## src/rtl/rsa_modexp_core.sv

```systemverilog
// Modular exponentiation engine: LSB-first square-and-multiply.
// Each modular product is a bit-serial Blakley interleaved multiply.
module rsa_modexp_core #(
    parameter int W = 32
) (
    input  logic         PCLK,
    input  logic         PRESETN,
    input  logic         start,
    input  logic [W-1:0] base,
    input  logic [W-1:0] exponent,
    input  logic [W-1:0] modulus,
    output logic         busy,
    output logic         done,
    output logic         err,
    output logic [W-1:0] result
);

    localparam int CW = $clog2(W);
    localparam logic [CW-1:0] CNT_MAX = CW'(W - 1);
    localparam logic [CW-1:0] CNT_ONE = CW'(1);
    localparam logic [W-1:0]  ONE_W   = W'(1);

    typedef enum logic [2:0] {
        IDLE, REDUCE, CHECK, MUL, SQR, DONE
    } state_t;

    state_t state_q, state_d;

    logic [W-1:0]  b_q, b_d;
    logic [W-1:0]  e_q, e_d;
    logic [W-1:0]  n_q, n_d;
    logic [W-1:0]  r_q, r_d;
    logic [W-1:0]  acc_q, acc_d;
    logic [CW-1:0] cnt_q, cnt_d;
    logic [W-1:0]  result_q, result_d;
    logic          err_q, err_d;

    logic [W-1:0] x_op, y_op, step_val;
    logic [W:0]   n_ext, a_dbl, a_red, a_add, a_fin;
    logic         last, mod_bad;

    assign last    = (cnt_q == '0);
    assign mod_bad = (modulus[W-1:1] == '0);

    always_ff @(posedge PCLK) begin
        if (!PRESETN) begin
            state_q  <= IDLE;
            b_q      <= '0;
            e_q      <= '0;
            n_q      <= '0;
            r_q      <= '0;
            acc_q    <= '0;
            cnt_q    <= '0;
            result_q <= '0;
            err_q    <= 1'b0;
        end else begin
            state_q  <= state_d;
            b_q      <= b_d;
            e_q      <= e_d;
            n_q      <= n_d;
            r_q      <= r_d;
            acc_q    <= acc_d;
            cnt_q    <= cnt_d;
            result_q <= result_d;
            err_q    <= err_d;
        end
    end

    always_comb begin
        state_d = state_q;
        case (state_q)
            IDLE: begin
                if (start) begin
                    state_d = mod_bad ? DONE : REDUCE;
                end
            end
            REDUCE: if (last) state_d = CHECK;
            CHECK: begin
                if (e_q == '0) begin
                    state_d = DONE;
                end else if (e_q[0]) begin
                    state_d = MUL;
                end else begin
                    state_d = SQR;
                end
            end
            MUL:  if (last) state_d = SQR;
            SQR:  if (last) state_d = CHECK;
            DONE: state_d = IDLE;
            default: state_d = IDLE;
        endcase
    end

    // One Blakley step: both partial sums stay below 2n, so one subtract each
    always_comb begin
        x_op = b_q;
        y_op = ONE_W;
        if (state_q == MUL) begin
            x_op = r_q;
            y_op = b_q;
        end else if (state_q == SQR) begin
            y_op = b_q;
        end
        n_ext    = {1'b0, n_q};
        a_dbl    = {acc_q, 1'b0};
        a_red    = (a_dbl >= n_ext) ? (a_dbl - n_ext) : a_dbl;
        a_add    = x_op[cnt_q] ? (a_red + {1'b0, y_op}) : a_red;
        a_fin    = (a_add >= n_ext) ? (a_add - n_ext) : a_add;
        step_val = a_fin[W-1:0];
    end

    always_comb begin
        b_d      = b_q;
        e_d      = e_q;
        n_d      = n_q;
        r_d      = r_q;
        acc_d    = acc_q;
        cnt_d    = cnt_q;
        result_d = result_q;
        err_d    = err_q;
        case (state_q)
            IDLE: begin
                if (start) begin
                    b_d   = base;
                    e_d   = exponent;
                    n_d   = modulus;
                    err_d = 1'b0;
                    if (mod_bad) begin
                        result_d = '0;
                        err_d    = 1'b1;
                    end else begin
                        acc_d = '0;
                        r_d   = ONE_W;
                        cnt_d = CNT_MAX;
                    end
                end
            end
            REDUCE, MUL, SQR: begin
                acc_d = step_val;
                cnt_d = cnt_q - CNT_ONE;
                if (last) begin
                    acc_d = '0;
                    cnt_d = CNT_MAX;
                    if (state_q == MUL) begin
                        r_d = step_val;
                    end else begin
                        b_d = step_val;
                    end
                    if (state_q == SQR) begin
                        e_d = e_q >> 1;
                    end
                end
            end
            CHECK: begin
                if (e_q == '0) begin
                    result_d = r_q;
                end
            end
            default: ;
        endcase
    end

    always_comb begin
        busy   = (state_q != IDLE);
        done   = (state_q == DONE);
        err    = err_q;
        result = result_q;
    end

endmodule
```

## config.mk

```make
export PLATFORM = sky130hd
export DESIGN_NAME = rsa_modexp_core
export DESIGN_NICKNAME = d
export VERILOG_FILES = /design/src/rtl/rsa_modexp_core.sv
export SDC_FILE = /design/constraint.sdc
export NUM_CORES = 1
export LEC_CHECK = 0
export ABC_AREA = 1
export CORE_UTILIZATION = 40
export DETAILED_ROUTE_END_ITERATION = 7
export GPL_ROUTABILITY_DRIVEN = 0
export GPL_TIMING_DRIVEN = 0
export PLACE_DENSITY = 0.6
export SYNTH_ARGS = -nofsm -noshare
export SYNTH_HDL_FRONTEND = slang
export SYNTH_SLANG_ARGS = --single-unit
```

## constraint.sdc

```tcl
create_clock -name PCLK -period 10.7 [get_ports PCLK]
set_clock_uncertainty 0.1 [all_clocks]
set_input_delay 2.14 -clock PCLK [delete_from_list [all_inputs] [get_ports PCLK]]
set_output_delay 2.14 -clock PCLK [all_outputs]
set_load 0.05 [all_outputs]
```

=== Word level (Yosys, flattened, before mapping) ===
Cells that the tools add are included.

* Input bits: 99
* Register bits: 201
* Logic and storage cells: 88
* Output and inout bits: 35

* $add $sub $neg: 4
* Order comparisons: 3
* Muxes and demuxes: 41
* Eq/ne operators: 15
* Reductions and logical operators: 16

{| class="wikitable"
|+ Operator list
! cell !! count
|-
| two-way mux 32 bit || 20
|-
| case mux 32 bit (2 select lines) || 5
|-
| >= comparator 33 x 32 -> 1 bit || 2
|-
| two-way mux 33 bit || 2
|-
| adder 33 x 32 -> 33 bit || 1
|-
| subtractor 33 x 32 -> 33 bit || 1
|-
| logical NOT 32 bit || 1
|-
| subtractor 32 bit || 1
|-
| logical NOT 31 bit || 1
|-
| two-way mux 3 bit || 6
|-
| != test 2 bit (second input constant) || 9
|-
| two-way mux 5 bit || 3
|-
| case mux 3 bit (4 select lines) || 1
|-
| AND reduction 4 bit || 3
|-
| case mux 5 bit (2 select lines) || 1
|-
| equality test 3 x 2 -> 1 bit (second input constant) || 2
|-
| equality test 3 bit (second input constant) || 2
|-
| < comparator 5 x 6 -> 1 bit (second input constant) || 1
|-
| AND reduction 3 bit || 2
|-
| binary-select mux 1 bit (select 5 bit) || 1
|-
| logical NOT 5 bit || 1
|-
| AND reduction 5 bit || 1
|-
| subtractor 5 x 1 -> 5 bit (second input constant) || 1
|-
| nonzero test 2 bit || 2
|-
| 8 further kinds || 9
|}

=== Depth between registers and ports, before layout ===
Gate-level depths: netlist (run 1).

* Depth in word-level cells: 10
* Mapped depth: 46

=== Least setup slack after synthesis (run 1) ===
No wires, ideal clock.

* Kind: register to register
* Start: register n_q[1]
* End: register r_q[24]
* Stages on the path, launching flop included: 36
* Buffers on the path: 2
* Slack: 5.373 ns
* Arrival: 5.098 ns
* Library setup time: 0.128 ns
* Cell sequence: dfxtp_1 -> inv_1 -> ha_1 -> ha_1 -> nand4_1 -> nor2_1 -> nand4_1 -> nand2_1 -> nor2_1 -> nand2_4 -> clkbuf_1 -> or2_2 -> o21ai_0 -> inv_1 -> ha_1 -> nand2_1 -> nor2_1 -> inv_1 -> nor3_1 -> nand3_1 -> nand3_1 -> xor2_1 -> nand2_1 -> nand2_1 -> inv_1 -> ha_1 -> a21oi_1 -> nand2_1 -> o21bai_1 -> nand2_1 -> nand3_1 -> a21oi_2 -> clkbuf_1 -> nand3_1 -> nand3_1 -> a21oi_1

* Longest elaborated chain between the ends: 9
* Elaborated cells between the ends (all ways): 11
* Classes of those cells: 3 x add/sub; 2 x order compare; 6 x mux

{| class="wikitable"
|+ Ends and longest elaborated chain
! element !! RTL line !! RTL
|-
| start, declared || 31 || <nowiki>logic [W-1:0] n_q, n_d;</nowiki>
|-
| start signal, assigned || 60 || <nowiki>n_q <= n_d;</nowiki>
|-
| subtractor 33 x 32 -> 33 bit or >= comparator 33 x 32 -> 1 bit (tied branches) || 106 || <nowiki>a_red = (a_dbl >= n_ext) ? (a_dbl - n_ext) : a_dbl;</nowiki>
|-
| two-way mux 33 bit || 106 ||
|-
| adder 33 x 32 -> 33 bit || 107 || <nowiki>a_add = x_op[cnt_q] ? (a_red + {1'b0, y_op}) : a_red;</nowiki>
|-
| two-way mux 33 bit || 107 ||
|-
| subtractor 32 bit or >= comparator 33 x 32 -> 1 bit (tied branches) || 108 || <nowiki>a_fin = (a_add >= n_ext) ? (a_add - n_ext) : a_add;</nowiki>
|-
| two-way mux 32 bit * || 108 ||
|-
| two-way mux 32 bit * || 144 || <nowiki>if (state_q == MUL) begin</nowiki>
|-
| two-way mux 32 bit * || 141 || <nowiki>if (last) begin</nowiki>
|-
| case mux 32 bit (2 select lines) * || 121 || <nowiki>case (state_q)</nowiki>
|-
| end signal, assigned || 61 || <nowiki>r_q <= r_d;</nowiki>
|-
| end, declared || 32 || <nowiki>logic [W-1:0] r_q, r_d;</nowiki>
|}

Every way passes the cells marked *; elsewhere a longest branch is shown, timed or not. The select of a mux whose other input is x is not followed.
A chain may end at the register's enable or synchronous reset.

=== Final worst setup path (run 1) ===
* Start: register n_q[1]
* End: register r_q[2]

Same word-level chain as after synthesis.

==> flow_metrics.py, run 1 <==
metrics = {
    "floorplanning": {
        "die_x_um": 202,
        "rows": 73,
        "core_region_area_mm2": 0.0396,
        "pin_count": 134,
        "start_util_pct": 40.5,
        "die_height_um": 202,
        "die-area_mm2": 0.0409,
    },
    "synthesis": {
        "synth_edf_count": 0,
        "syn_area_per_cell_um2": 6.25,
        "synth_seq_area_share_pct": 25.1,
        "synth-main-ff-cell": "dfxtp_1",
        "synth_top_cell_area_share_pct": 25.1,
        "yosysTopAreaCell": "dfxtp_1",
        "synth_warnings": 0,
        "async_reset_ff_share_pct": 0,
        "yosys_register_bits": 201,
        "yosysUniqueCellTypes": 48,
        "synth_area_mm2": 0.0161,
        "netlist_instances": 2568,
        "syn_nets": 2767,
        "synth_area_leaders": "dfxtp_1 (25%), nand2_1 (12%), a21oi_1 (9.5%), ha_1 (7.6%), inv_1 (7.4%)",
    },
    "timing": {
        "hold_ws_ns": 0.389,
        "clock.fmax_mhz": 129,
        "setup_tns_ns": 0,
        "maxSlewViolCount": 0,
        "min_period_ns": 7.78,
        "max-slew-margin-rel_pct": 17.9,
        "fin_crit_sh_pct": 72.7,
        "grt_setup_unrepaired": "false",
        "setup_viol": 0,
        "hold_violations": 0,
        "worstMarginPinSlew_ns": 1.23,
    },
    "global_route": {
        "antenna_found_initial": 0,
        "track_usage_pct": 29.5,
        "grt_pass1_wl_um": 93400,
        "grt.overflow.total": 0,
        "grt_max_degree": 14,
        "grt_pass1_vias": 16600,
    },
    "cts": {
        "cts_setup_buffers": 0,
        "cts.sinks": 201,
        "cts_htree_levels": 1,
        "clk_latency_ns": 0.57,
        "clockBufferDepth": 3,
        "ctsResizeCount": 0,
        "ctsHoldBuffers": 0,
        "cts_tree": "yes",
        "clk_pin_slew_worst_paths_ns": 0.06,
        "numCtsBuffers": 26,
        "root_buffer": "clkbuf_16",
    },
    "cells_and_area": {
        "final_cell_mix": "nand2_1 (532), inv_1 (317), a21oi_1 (306)",
        "regArea_mm2": 0.00402,
        "nNetsFinal": 2927,
        "final_common_cell": "nand2_1",
        "layoutNonFillerInstCount": 3271,
        "area_delta_synth_final_pct": 17.5,
        "multi_input_area_mm2": 0.0103,
        "antenna_cells": 0,
        "n_fill_cell": 4254,
        "final_layout_size_suffix_gt1_share_pct": 5.17,
    },
    "placed_design": {
        "dpl.cell_count": 3225,
        "io_buffer_count": 132,
        "place_hpwl_um": 51400,
    },
    "critical_path": {
        "worstPathArrival_ns": 8.10,
        "cp_max_fo": 10,
        "r2r_start": "n_q[1]",
        "startpoint": "n_q[1]",
        "crit_path_start_kind": "flip-flop",
        "slowest_delay_ns": 0.59,
        "cp.required_ns": 11.02,
        "path_common_cell": "nand2_1",
        "endpoint_kind": "flip-flop",
        "crit_slowest_cell": "clkbuf_1",
        "critical_path_class": "reg -> reg",
    },
    "routing": {
        "firstDrtPassIters": 8,
        "postRouteAntennaNets": 0,
        "drc": 1,
        "viasPerCell": 5.54,
        "wl_um": 62100,
        "drtIter0Drc": 1749,
        "num_vias": 18100,
        "routedWlPerCell_um": 19.0,
    },
    "run": {
        "max-cap-violations": 0,
    },
    "min_path": {
        "worstHoldPathType": "reg -> reg",
        "min_from": "acc_q[23]",
    },
    "outcome": {
        "status": "finished with violations",
        "violations": "DRC",
    },
}
==> Yosys cell counts (13+ instances only) <==
library cell / number
inv_1: 317
a211oi_1: 64
nor3_1: 57
a21oi_1: 306
xnor2_1: 39
buf_2: 23
nor2_1: 212
ha_1: 97
nand2_1: 532
or2_2: 16
clkbuf_1: 69
nand4_1: 52
inv_2: 13
o21a_1: 13
o21ai_0: 173
nor4_1: 17
xor2_1: 28
nand3_1: 225
dfxtp_1: 201
o21bai_1: 18
==> flip-flops by register name, indices dropped and copies added, names as in the netlist <==
name,flops
b_q,32
cnt_q,5
r_q,32
err,1
state_q,3
e_q,32
acc_q,32
result,32
n_q,32
==> worst max-delay path: cells and delay by family, from the launching register on <==
family / cells / cell delay (ns)
flops: 1 / 0.40
xor+xnor: 1 / 0.19
buf+inv: 5 / 1.53
compound gates: 7 / 1.45
simple gates: 18 / 2.77
fa+ha+maj: 4 / 1.14
==> stage by stage <==
| stage | util [%] | setup WS [ns] | instance area, µm² |
|---|---|---|---|
| 2_1_floorplan | - | 5.37 | 16100 |
| 3_3_place_gp | 45.5 | 3.30 | 18000 |
| 3_5_place_dp | 45.5 | 3.25 | 18000 |
| 4_1_cts | 47.6 | 3.18 | 18900 |
| 5_1_grt | 47.6 | 2.66 | 18900 |
| 6_report | 47.6 | 2.92 | 18900 |
==> kinds of logic after synthesis <==
kind of cell / share of synthesized area, %
AND/OR/NAND/NOR: 31.3
adder cells (fa/ha/maj): 7.94
flip-flops: 25.1
XOR/XNOR: 3.66
buffers and inverters: 11.0
AO/OA/AOI/OAI: 21.0
==> final cells by class <==
class	count	area share (%)
Buffer	116	2.79
Timing Repair Buffer	132	7.01
Sequential cell	201	21.3
Inverter	330	6.57
Clock buffer	34	3.82
Multi-Input combinational cell	1921	54.4
Clock inverter	12	0.557
Tap cell	525	3.48
==> path summary, 6_finish.rpt <==
kind / slack [ns] / cells past startpoint / to
max: 2.92 / 35 / r_q[2]
min: 0.39 / 2 / acc_q[23]
min reg2reg: 0.39 / 2 / acc_q[23]
max reg2reg: 2.92 / 35 / r_q[2]
==> per-layer routing <==
metal  vias up  track usage [%]  wire (µm)  share of wire (%)
met5         -                0          0                  0
met1      8338             41.0      27700                 45
met2       785             46.1      26800                 43
li1       8897                -          -                  -
met4         0             10.6       2260                3.6
met3       107             4.31       5350                8.6
Power of run 1 is not shown: default switching activity piles up to over one toggle a cycle in this logic, so the estimate is an artifact.
==> run 2: changes to the inputs <==
==> constraint.sdc (replaced) <==
create_clock -name PCLK -period 8.01 [get_ports PCLK]
set_clock_uncertainty 0.1 [all_clocks]
set_input_delay 1.602 -clock PCLK [delete_from_list [all_inputs] [get_ports PCLK]]
set_output_delay 1.602 -clock PCLK [all_outputs]
set_load 0.05 [all_outputs]
==> flow_metrics.py, run 2 (same netlist as run 1, synthesis figures left out) <==
metrics = {
    "cells_and_area": {
        "final_cell_mix": "nand2_1 (532), inv_1 (317), a21oi_1 (306)",
        "regArea_mm2": 0.00402,
        "final_layout_size_suffix_gt1_share_pct": 5.21,
        "multi_input_area_mm2": 0.0103,
        "nNetsFinal": 2927,
        "final_common_cell": "nand2_1",
        "fin_util_pct": 47.6,
        "antenna_cells": 0,
        "area_delta_synth_final_pct": 17.5,
        "n_fill_cell": 4253,
    },
    "min_path": {
        "hold_depth": 2,
        "worstHoldPathType": "reg -> reg",
        "min_from": "acc_q[23]",
    },
    "floorplanning": {
        "start_util_pct": 40.5,
        "die_x_um": 202,
        "rows": 73,
        "die-area_mm2": 0.0409,
        "pin_count": 134,
        "core_region_area_mm2": 0.0396,
        "die_height_um": 202,
    },
    "cts": {
        "root_buffer": "clkbuf_16",
        "cts_tree": "yes",
        "numCtsBuffers": 26,
        "cts_setup_buffers": 0,
        "clk_latency_ns": 0.57,
        "clockBufferDepth": 3,
        "cts.sinks": 201,
        "cts_htree_levels": 1,
        "clk_pin_slew_worst_paths_ns": 0.06,
    },
    "timing": {
        "hold_violations": 0,
        "setup_tns_ns": 0,
        "max-slew-margin-rel_pct": 17.7,
        "worstMarginPinSlew_ns": 1.23,
        "grt_setup_unrepaired": "false",
        "maxSlewViolCount": 0,
        "hold_ws_ns": 0.389,
        "setup_viol": 0,
        "fin_crit_sh_pct": 96.9,
        "min_period_ns": 7.76,
        "clock.fmax_mhz": 129,
        "fin_ws_ns": 0.252,
    },
    "routing": {
        "postRouteAntennaNets": 0,
        "wl_um": 62100,
        "viasPerCell": 5.54,
        "drtIter0Drc": 1749,
        "num_vias": 18100,
        "firstDrtPassIters": 8,
        "routedWlPerCell_um": 19.0,
        "drc": 1,
    },
    "critical_path": {
        "r2r_start": "n_q[1]",
        "path_common_cell": "nand2_1",
        "slowest_delay_ns": 0.67,
        "cp.required_ns": 8.33,
        "crit_slowest_cell": "o31ai_1",
        "worstPathArrival_ns": 8.08,
        "rr_worst_depth": 34,
        "endpoint_kind": "flip-flop",
        "startpoint": "n_q[1]",
        "cp_max_fo": 10,
        "crit_path_start_kind": "flip-flop",
        "critical_path_class": "reg -> reg",
    },
    "global_route": {
        "grt_max_degree": 14,
        "grt_pass1_vias": 16600,
        "grt.overflow.total": 0,
        "antenna_found_initial": 0,
        "track_usage_pct": 29.5,
        "grt_pass1_wl_um": 93400,
    },
    "placed_design": {
        "place_hpwl_um": 51400,
        "io_buffer_count": 132,
        "pre_cts_ws_ns": 0.558,
    },
    "outcome": {
        "status": "finished with violations",
        "violations": "DRC",
    },
    "run": {
        "max-cap-violations": 0,
    },
}
[run 2: changes by cell type in the layout (fill, tap and decap cells not counted)]
cell	previous run	this run
clkbuf_1	73	72
clkbuf_2	1	2
[run 2: critical path, delay by kind of cell (launching register included)]
kind                       cells  cell delay [ns]
DFF                            1             0.40
AOI/OAI and AO/OA              6             1.66
xor gates and xnor gates       1             0.20
adders and majority gates      5             1.56
buffers and inverters          6             1.18
and+or+nand+nor               16             2.50
[run 2: path summary, 6_finish.rpt]
| path | end | slack [ns] |
|---|---|---|
| max | r_q[2] | 0.25 |
| max reg2reg | r_q[2] | 0.25 |
| min | acc_q[23] | 0.39 |
| min reg2reg | acc_q[23] | 0.39 |
[run 2: through the flow]
step	instance area [µm²]	std cells
global placement	18000	3225
finish	18900	3271
detailed placement	18000	3225
global route	18900	3271
floorplan	16100	2568
CTS	18900	3271
[run 2: final cells by class]
cell class | instances | area share [%]
Clock buffer | 34 | 3.82
Clock inverter | 12 | 0.557
Inverter | 330 | 6.57
Multi-Input combinational cell | 1921 | 54.4
Buffer | 116 | 2.79
Timing Repair Buffer | 132 | 7.01
Sequential cell | 201 | 21.3
Tap cell | 525 | 3.48
[run 2: layer usage]
metal | share of wire (%) | global-route usage (%) | routed length, µm | vias to the layer above
li1 | - | - | - | 8895
met1 | 45 | 41.0 | 27600 | 8332
met2 | 43 | 46.1 | 26800 | 781
met3 | 8.7 | 4.31 | 5390 | 105
met4 | 3.7 | 10.6 | 2270 | 0
met5 | 0 | 0 | 0 | -
[run 2: repair_timing]
item	CTS	global route
resized for setup	0	2
hold buffers	0	0
setup endpoints to repair	0	4
Power of run 2 is left out for the same reason.
==> run 3: changes to the inputs <==
--- a/config.mk
+++ b/config.mk
@@ -10,7 +10,8 @@
 export DETAILED_ROUTE_END_ITERATION = 7
 export GPL_ROUTABILITY_DRIVEN = 0
 export GPL_TIMING_DRIVEN = 0
-export PLACE_DENSITY = 0.6
+export PLACE_DENSITY = 0.71
+export SLEW_MARGIN = 10
 export SYNTH_ARGS = -nofsm -noshare
 export SYNTH_HDL_FRONTEND = slang
 export SYNTH_SLANG_ARGS = --single-unit
==> flow_metrics.py, run 3 (same netlist as run 1, synthesis figures left out) <==
metrics = {
    "timing": {
        "setup_viol": 0,
        "setup_tns_ns": 0,
        "fin_crit_sh_pct": 94.8,
        "max-slew-margin-rel_pct": 22.1,
        "clock.fmax_mhz": 132,
        "hold_violations": 0,
        "maxSlewViolCount": 0,
        "worstMarginPinSlew_ns": 1.17,
        "grt_setup_unrepaired": "false",
        "min_period_ns": 7.60,
    },
    "cells_and_area": {
        "final_layout_size_suffix_gt1_share_pct": 5.14,
        "final_cell_area_mm2": 0.0189,
        "nNetsFinal": 2926,
        "regArea_mm2": 0.00402,
        "final_cell_mix": "nand2_1 (532), inv_1 (317), a21oi_1 (306)",
        "antenna_cells": 0,
        "area_delta_synth_final_pct": 17.6,
        "layoutNonFillerInstCount": 3270,
        "final_common_cell": "nand2_1",
        "multi_input_area_mm2": 0.0103,
        "n_fill_cell": 4095,
    },
    "floorplanning": {
        "core_region_area_mm2": 0.0396,
        "start_util_pct": 40.5,
        "die_height_um": 202,
        "die-area_mm2": 0.0409,
        "pin_count": 134,
        "rows": 73,
        "die_x_um": 202,
    },
    "critical_path": {
        "crit_slowest_cell": "o21ai_0",
        "endpoint_kind": "flip-flop",
        "path_common_cell": "nand2_1",
        "rr_worst_depth": 35,
        "worstPathArrival_ns": 7.93,
        "worst-r2r-setup-slack_ns": 0.41,
        "cp_max_fo": 10,
        "crit_path_start_kind": "flip-flop",
        "slowest_delay_ns": 0.59,
        "critical_path_class": "reg -> reg",
        "cp.required_ns": 8.34,
        "startpoint": "n_q[1]",
        "setup.worst_path.end": "b_q[1]",
        "r2r_start": "n_q[1]",
        "r2r-end": "b_q[1]",
    },
    "outcome": {
        "status": "finished with violations",
        "violations": "DRC",
    },
    "routing": {
        "drtIter0Drc": 1881,
        "viasPerCell": 5.67,
        "wl_um": 59100,
        "routedWlPerCell_um": 18.1,
        "drc": 2,
        "firstDrtPassIters": 8,
        "postRouteAntennaNets": 0,
        "num_vias": 18600,
    },
    "global_route": {
        "grtUsageMet1_pct": 37.0,
        "antenna_found_initial": 0,
        "use_met2_pct": 42.7,
        "grt_use_met3_pct": 5.26,
        "grt-busiest-layer": "met2",
        "track_usage_pct": 28.4,
        "grt_pass1_wl_um": 91300,
        "grt_max_degree": 14,
        "grt.overflow.total": 0,
        "grt_pass1_vias": 16900,
    },
    "cts": {
        "cts_setup_buffers": 0,
        "ctsHoldBuffers": 0,
        "numCtsBuffers": 25,
        "clk_pin_slew_worst_paths_ns": 0.06,
        "clk_latency_ns": 0.57,
        "ctsResizeCount": 0,
        "root_buffer": "clkbuf_16",
        "cts_tree": "yes",
        "clockBufferDepth": 3,
        "cts.sinks": 201,
        "cts_htree_levels": 1,
    },
    "min_path": {
        "min_from": "e_q[22]",
        "worstHoldPathType": "reg -> reg",
    },
    "placed_design": {
        "dpl.cell_count": 3225,
        "place_area_mm2": 0.0180,
        "place_hpwl_um": 48500,
        "io_buffer_count": 132,
    },
    "run": {
        "max-cap-violations": 0,
    },
}
-- run 3: worst max-delay path: cells and delay by family, from the launching register on --
kind                     cells  cell delay, ns
adder cells (fa/ha/maj)      4            1.26
XOR/XNOR                     1            0.19
buffers and inverters        5            1.23
AO/OA/AOI/OAI                7            1.79
flip-flops                   1            0.43
AND/OR/NAND/NOR             18            2.42
-- run 3: area by class of cell --
type,instances,share of cell area (%)
repair buffers,132,7.00
clock buffers,35,3.83
inverters,330,6.56
plain buffers,116,2.78
multi-input cells,1921,54.4
flip-flops and latches,201,21.3
clock inverters,10,0.663
well taps,525,3.48
-- run 3: through the flow --
step                setup slack, ns  hold WS [ns]  utilization (%)
floorplan                      2.68         0.352                -
global placement              0.836         0.367             45.5
detailed placement            0.780         0.376             45.5
CTS                           0.749         0.384             47.6
global route                 0.0673         0.406             47.6
finish                        0.414         0.387             47.6
-- run 3: routing by layer --
layer	part of all wire [%]	wire length (µm)	vias up
li1	-	-	8925
met1	41	24400	8390
met2	41	24500	1023
met3	10	6020	218
met4	7.2	4260	0
met5	0	0	-
-- run 3: worst min-delay path by stage --
stage	endpoint	slack (ns)	cells past startpoint
global placement	b_q[0]	0.37	2
global route	acc_q[17]	0.41	2
CTS	b_q[0]	0.38	2
detailed placement	e_q[10]	0.38	2
finish	e_q[22]	0.39	2
floorplan	e_q[31]	0.35	2
Power of run 3 is left out for the same reason.
